==> src/rtl/pc_sequencer_pkg.sv <==
// Shared encodings for the PC sequencer: next-PC select ops and FSM states.
package pc_sequencer_pkg;

    localparam int unsigned OP_W    = 3;
    localparam int unsigned STATE_W = 2;

    // Next-PC select; codes 5..7 are unused and fall back to sequential.
    typedef enum logic [OP_W-1:0] {
        OP_SEQ    = 3'd0,
        OP_BRANCH = 3'd1,
        OP_JUMP   = 3'd2,
        OP_CALL   = 3'd3,
        OP_RET    = 3'd4
    } op_e;

    typedef enum logic [STATE_W-1:0] {
        S_IDLE   = 2'd0,
        S_RUN    = 2'd1,
        S_HALTED = 2'd2
    } state_e;

endpackage

==> src/rtl/pc_sequencer_return_stack.sv <==
// Hardware return-address stack: LIFO of DEPTH entries, pointer reset only.
module return_stack #(
    parameter int unsigned WIDTH = 8,
    parameter int unsigned DEPTH = 4
) (
    input  logic             clk,
    input  logic             reset_n,
    input  logic             push,
    input  logic             pop,
    input  logic [WIDTH-1:0] push_data,
    output logic [WIDTH-1:0] pop_data,
    output logic             full,
    output logic             empty
);

    localparam int unsigned IDX_W = $clog2(DEPTH);
    localparam int unsigned SP_W  = IDX_W + 1;

    logic [SP_W-1:0]  sp_q;
    logic [SP_W-1:0]  sp_d;
    logic [SP_W-1:0]  sp_m1;
    logic [IDX_W-1:0] wr_idx;
    logic [IDX_W-1:0] rd_idx;
    logic [WIDTH-1:0] mem_q [DEPTH];
    logic [WIDTH-1:0] mem_d [DEPTH];

    // Pointer decode: write at sp, read the most recent entry at sp-1.
    always_comb begin
        full     = (sp_q == SP_W'(DEPTH));
        empty    = (sp_q == '0);
        sp_m1    = sp_q - SP_W'(1);
        wr_idx   = sp_q[IDX_W-1:0];
        rd_idx   = sp_m1[IDX_W-1:0];
        pop_data = mem_q[rd_idx];
    end

    // Push/pop update; requests against a full/empty stack are dropped.
    always_comb begin
        sp_d  = sp_q;
        mem_d = mem_q;
        if (push && !full) begin
            mem_d[wr_idx] = push_data;
            sp_d          = sp_q + SP_W'(1);
        end else if (pop && !empty) begin
            sp_d = sp_m1;
        end
    end

    // Stack pointer with asynchronous reset.
    always_ff @(posedge clk or negedge reset_n) begin
        if (!reset_n) sp_q <= '0;
        else          sp_q <= sp_d;
    end

    // Entry storage; contents are don't-care after reset.
    always_ff @(posedge clk) begin
        mem_q <= mem_d;
    end

endmodule

==> src/rtl/pc_sequencer.sv <==
// Program-counter stage: FSM, next-PC mux, PC register and return stack.
module pc_sequencer
    import pc_sequencer_pkg::*;
#(
    parameter int unsigned       WIDTH        = 8,
    parameter logic [WIDTH-1:0]  RESET_VECTOR = WIDTH'(0),
    parameter int unsigned       STACK_DEPTH  = 4
) (
    input  logic             clk,
    input  logic             reset_n,
    input  logic             run,
    input  logic             halt,
    input  logic [OP_W-1:0]  op,
    input  logic             take,
    input  logic [WIDTH-1:0] offset,
    input  logic [WIDTH-1:0] target,
    output logic [WIDTH-1:0] pc,
    output logic [WIDTH-1:0] pc_plus1,
    output logic             halted,
    output logic             stack_err
);

    state_e           state_q;
    state_e           state_d;
    logic [WIDTH-1:0] pc_q;
    logic [WIDTH-1:0] pc_d;
    logic             halted_q;
    logic             halted_d;
    logic             stack_err_q;
    logic             stack_err_d;

    logic             active_c;
    logic             fault_c;
    logic             push_c;
    logic             pop_c;
    logic             stk_full;
    logic             stk_empty;
    logic [WIDTH-1:0] stk_pop_data;

    return_stack #(
        .WIDTH (WIDTH),
        .DEPTH (STACK_DEPTH)
    ) u_return_stack (
        .clk       (clk),
        .reset_n   (reset_n),
        .push      (push_c),
        .pop       (pop_c),
        .push_data (pc_plus1),
        .pop_data  (stk_pop_data),
        .full      (stk_full),
        .empty     (stk_empty)
    );

    // An op is live on an advancing cycle outside HALTED; halt masks faults.
    always_comb begin
        pc_plus1 = pc_q + WIDTH'(1);
        active_c = run && (state_q != S_HALTED);
        fault_c  = active_c && !halt &&
                   (((op == OP_CALL) && stk_full) || ((op == OP_RET) && stk_empty));
    end

    // State register.
    always_ff @(posedge clk or negedge reset_n) begin
        if (!reset_n) state_q <= S_IDLE;
        else          state_q <= state_d;
    end

    // Next state: the first advancing edge leaves IDLE; halt or fault stops for good.
    always_comb begin
        state_d = state_q;
        case (state_q)
            S_IDLE, S_RUN: begin
                if (run) begin
                    if (halt || fault_c) state_d = S_HALTED;
                    else                 state_d = S_RUN;
                end
            end
            S_HALTED: state_d = S_HALTED;
            default:  state_d = S_HALTED;
        endcase
    end

    // Next-PC mux, stack requests and sticky flags.
    always_comb begin
        pc_d        = pc_q;
        push_c      = 1'b0;
        pop_c       = 1'b0;
        stack_err_d = stack_err_q;
        halted_d    = (state_d == S_HALTED);
        if (active_c && !halt) begin
            if (fault_c) begin
                stack_err_d = 1'b1;
            end else begin
                case (op)
                    OP_BRANCH: pc_d = take ? (pc_q + offset) : pc_plus1;
                    OP_JUMP:   pc_d = target;
                    OP_CALL: begin
                        push_c = 1'b1;
                        pc_d   = target;
                    end
                    OP_RET: begin
                        pop_c = 1'b1;
                        pc_d  = stk_pop_data;
                    end
                    default:   pc_d = pc_plus1;
                endcase
            end
        end
    end

    // Output registers.
    always_ff @(posedge clk or negedge reset_n) begin
        if (!reset_n) begin
            pc_q        <= RESET_VECTOR;
            halted_q    <= 1'b0;
            stack_err_q <= 1'b0;
        end else begin
            pc_q        <= pc_d;
            halted_q    <= halted_d;
            stack_err_q <= stack_err_d;
        end
    end

    assign pc        = pc_q;
    assign halted    = halted_q;
    assign stack_err = stack_err_q;

endmodule

==> config.mk <==
export PLATFORM = sky130hd
export DESIGN_NAME = pc_sequencer
export DESIGN_NICKNAME = d
export VERILOG_FILES = /design/src/rtl/pc_sequencer_pkg.sv /design/src/rtl/pc_sequencer_return_stack.sv /design/src/rtl/pc_sequencer.sv
export SDC_FILE = /design/constraint.sdc
export NUM_CORES = 1
export LEC_CHECK = 0
export CAP_MARGIN = 20
export CORE_ASPECT_RATIO = 0.75
export CORE_MARGIN = 2
export CORE_UTILIZATION = 42
export DETAILED_ROUTE_END_ITERATION = 6
export GPL_ROUTABILITY_DRIVEN = 0
export PLACE_DENSITY_LB_ADDON = 0.05
export SYNTH_ARGS = -nofsm -noshare
export SYNTH_HDL_FRONTEND = slang
export SYNTH_HIERARCHICAL = 1
export SYNTH_SLANG_ARGS = --single-unit
==> constraint.sdc <==
create_clock -name clk -period 4.7 [get_ports clk]
set_input_delay 0.705 -clock clk [delete_from_list [all_inputs] [get_ports clk]]
set_output_delay 0.705 -clock clk [all_outputs]
set_load 0.01 [all_outputs]
==> qor.log <==
INFO  pwr            vdd_drop_max=0.273mV
INFO  min_path       hold_path.class=register to register
INFO  floorplanning  floorplan.die.width=97.8µm
INFO  clock_tree     cts-buffers-inserted=5
INFO  yosys          postSynthCellCount=236
INFO  clock_tree     cts_max_path_buffers=2
INFO  placement      dp_hpwl=5.01mm
INFO  floorplanning  die_area=7270µm²
INFO  setup_path     worstSetupEndpointType=register
INFO  floorplanning  ios=42
INFO  final_layout   design.final.nets=315
INFO  yosys          yosysTopAreaCellShare=0.347
INFO  global_route   largest_net_degree_at_the_start_of_global_routing=18
INFO  outcome        outcome=finished, final reports clean
INFO  yosys          ys_seq_elements=47
INFO  timing         final_period_minus_worst_setup_slack=3.36ns
INFO  yosys          ys_top_cells_by_count=32 x sky130_fd_sc_hd__edfxtp_1, 15 x sky130_fd_sc_hd__dfrtp_1, 14 x sky130_fd_sc_hd__a21oi_1
INFO  timing         finalCritPeriodShare=0.715
INFO  setup_path     worst_path_most_repeated_cell=sky130_fd_sc_hd__nor2_1
INFO  clock_tree     clkSinkCount=47
INFO  yosys          synth_compound_gate_area_share=0.159
INFO  yosys          synth.area.mux_share=0.0758
INFO  floorplanning  row_count=25
INFO  routing        vias=2066
INFO  clock_tree     clk_pin_slew=0.09ns
INFO  routing        detailedRoute.firstIterationViolations=150
INFO  yosys          synth_ff_type=sky130_fd_sc_hd__edfxtp_1
INFO  setup_path     critPathLaunchType=register
INFO  yosys          number_of_flops_mapped_to_enable_cells_by_yosys=32
INFO  placement      preCtsSetupSlack=1.31ns
INFO  timing         setup_violations=0
INFO  global_route   antenna_found_initial=0
INFO  floorplanning  floorplan.core_area=6350µm²
INFO  global_route   grt_pass1_wl=10.6mm
INFO  routing        detailedRoute.firstPassIterationCount=4
INFO  final_layout   drive_above_1_share=0.101
INFO  clock_tree     worstSkewPairLatency=0.31ns
INFO  timing         slew_headroom=0.463
INFO  timing         post-route-worst-setup-slack=1.34ns
INFO  routing        wire_per_inst=18.0µm
INFO  timing         finalSetupTns=0ns
INFO  yosys          xor_xnor_cell_area_share_of_the_yosys_netlist=0.0284
INFO  routing        via_per_inst=5.75
INFO  routing        drt.antenna.violating_nets=0
INFO  global_route   globalRouteTotalUtil=0.190
INFO  yosys          synth.net_count=274
INFO  clock_tree     tritoncts=done
INFO  setup_path     arrival=3.60ns
INFO  setup_path     cpPeakStageDelay=0.71ns
INFO  yosys          async_reset_ff_frac=0.319
INFO  setup_path     required=4.94ns
INFO  routing        routed_wirelength=6.46mm
INFO  pwr            finalPower=1340µW
INFO  routing        drc=0
INFO  clock_tree     hold_bufs_at_cts=0
INFO  timing         rsz0062_at_grt=false
INFO  setup_path     cell_breakdown_of_the_critical_path=clkinv_1, ha_1, nand2b_1, inv_1, nand4bb_1, nand4_2, nor2_1, nor2_1, a2111oi_0, or3_1
INFO  yosys          synth_simple_gate_area_frac=0.158
INFO  clock_tree     cts_root_buf=sky130_fd_sc_hd__clkbuf_8
INFO  yosys          avgSynthCellArea=11.7µm²
INFO  yosys          ys_top_cells_by_area=sky130_fd_sc_hd__edfxtp_1 35%, sky130_fd_sc_hd__dfrtp_1 14%, sky130_fd_sc_hd__mux4_2 6.5%
INFO  final_layout   antennaDiodeCount=0
INFO  final_layout   num-fill-cells=572
INFO  pwr            power.density_cell_area=403nW/µm²
INFO  setup_path     critical_path_peak_fanout=16
INFO  timing         timing.clock.skew=0.0133ns
INFO  yosys          largest_family_of_logic_cells_by_synthesized_area=compound AO/OA/AOI/OAI gates
INFO  yosys          ys_types=58
INFO  setup_path     critical_path_class=register to register
INFO  yosys          post_synthesis_share_of_cell_area_spent_on_full_adders_half_adders_and_majority_gates=0.0659
INFO  yosys          synth_most_common_cell=sky130_fd_sc_hd__edfxtp_1
INFO  timing         worst_pin_slew=0.803ns
INFO  yosys          synthDominantAreaCellType=sky130_fd_sc_hd__edfxtp_1
INFO  global_route   grt-ovfl-total=0
INFO  clock_tree     setup_bufs_post_cts=0
INFO  pwr            static-leakage-power=0.00130µW
INFO  setup_path     crit_slowest_cell=sky130_fd_sc_hd__dfrtp_1
INFO  floorplanning  chipHeight=74.4µm
INFO  yosys          mappedNetlistArea=2770µm²
INFO  timing         timing_max_transition_violations_final=0
INFO  timing         hold_violations=0
INFO  final_layout   area.growth.synth_to_final=20.2%
INFO  placement      numPortBuffers=41
INFO  yosys          synth-warning-count=6
INFO  clock_tree     clock_tree.htree_level_count=2
INFO  global_route   grt_pass1_vias=2054
INFO  run            cap_violations=0
INFO  timing         achievable-frequency=298MHz
INFO  yosys          seq_area_frac_synth=0.482
INFO  clock_tree     cts-resized-gates=0
INFO  floorplanning  floorplan.initialDensity=0.437
-- state kept, by name (all words and copies together) (netlist names) --
name                  count
u_return_stack/sp_q       3
halted                    1
state_q                   2
u_return_stack/mem_q     32
pc                        8
stack_err                 1
-- cell type report --
class | count | area [µm²] | area share
inverters | 10 | 37.5 | 0.0113
clock buffers | 5 | 68.8 | 0.0206
flip-flops and latches | 47 | 1340 | 0.401
multi-input cells | 172 | 1350 | 0.406
repair buffers | 41 | 410 | 0.123
well taps | 81 | 101 | 0.0304
clock inverters | 3 | 26.3 | 0.00788
-- critical path, delay by kind of cell (launching register included) --
kind / cells / cell delay (ns)
AOI/OAI and AO/OA: 1 / 0.38
adders and majority gates: 1 / 0.35
buffers and inverters: 2 / 0.39
DFF: 1 / 0.71
and+or+nand+nor: 6 / 1.48
-- layer usage --
| layer | vias to the layer above | share of wire | GRT usage |
|---|---|---|---|
| li1 | 1002 | - | - |
| met1 | 1015 | 0.50 | 0.272 |
| met2 | 45 | 0.45 | 0.307 |
| met3 | 4 | 0.045 | 0.0385 |
| met4 | 0 | 0.0071 | 0.0370 |
| met5 | - | 0 | 0 |
-- worst paths after layout --
path	startpoint	to	slack, ns	depth (start not counted)
max in group asynchronous	reset_n	u_return_stack/sp_q[0]$_DFFE_PN0P_	3.33	1
worst min-delay path	stack_err$_DFFE_PN0P_	stack_err$_DFFE_PN0P_	0.47	1
min in group asynchronous	reset_n	pc[7]$_DFFE_PN0P_	0.85	1
worst min register to register	stack_err$_DFFE_PN0P_	stack_err$_DFFE_PN0P_	0.47	1
worst max-delay path	u_return_stack/sp_q[0]$_DFFE_PN0P_	u_return_stack/sp_q[1]$_DFFE_PN0P_	1.34	10
worst max register to register	u_return_stack/sp_q[0]$_DFFE_PN0P_	u_return_stack/sp_q[1]$_DFFE_PN0P_	1.34	10
-- kinds of logic after synthesis --
family / count (synthesis)
and+or+nand+nor: 74
muxes: 11
xor gates and xnor gates: 9
AOI/OAI and AO/OA: 64
DFF: 47
buffers and inverters: 17
adders and majority gates: 14
-- cells in the final DEF (no fill, tap or decap), types with 5 or more instances in the layout --
master	instances
sky130_fd_sc_hd__clkdlybuf4s50_1	41
sky130_fd_sc_hd__edfxtp_1	32
sky130_fd_sc_hd__dfrtp_1	15
sky130_fd_sc_hd__a21oi_1	14
sky130_fd_sc_hd__nand2_1	13
sky130_fd_sc_hd__ha_1	13
sky130_fd_sc_hd__nor2_1	10
sky130_fd_sc_hd__nand2b_1	10
sky130_fd_sc_hd__inv_1	9
sky130_fd_sc_hd__nand3_1	8
sky130_fd_sc_hd__mux4_2	8
sky130_fd_sc_hd__nor2b_1	6
sky130_fd_sc_hd__xnor2_1	5
sky130_fd_sc_hd__o21ai_1	5
sky130_fd_sc_hd__a21o_1	5
sky130_fd_sc_hd__o21ai_0	5
sky130_fd_sc_hd__clkbuf_8	5
-- per-stage QoR --
stage                     utilization  std cells  hold WS (ns)  instance area [µm²]
after floorplan                     -        236         0.409                 2770
after CTS                       0.525        359         0.483                 3330
final                           0.525        359         0.473                 3330
after global routing            0.525        359         0.514                 3330
after detailed placement        0.510        351         0.447                 3240
after global placement          0.510        351         0.462                 3240
-- report_power, final --
group	leakage, µW	switching [µW]	internal [µW]	total [µW]
clock	0.0000495	153	111	264
sequential	0.000469	64.1	492	556
combinational	0.000781	261	262	522
Power figures use the tool's default switching activity.
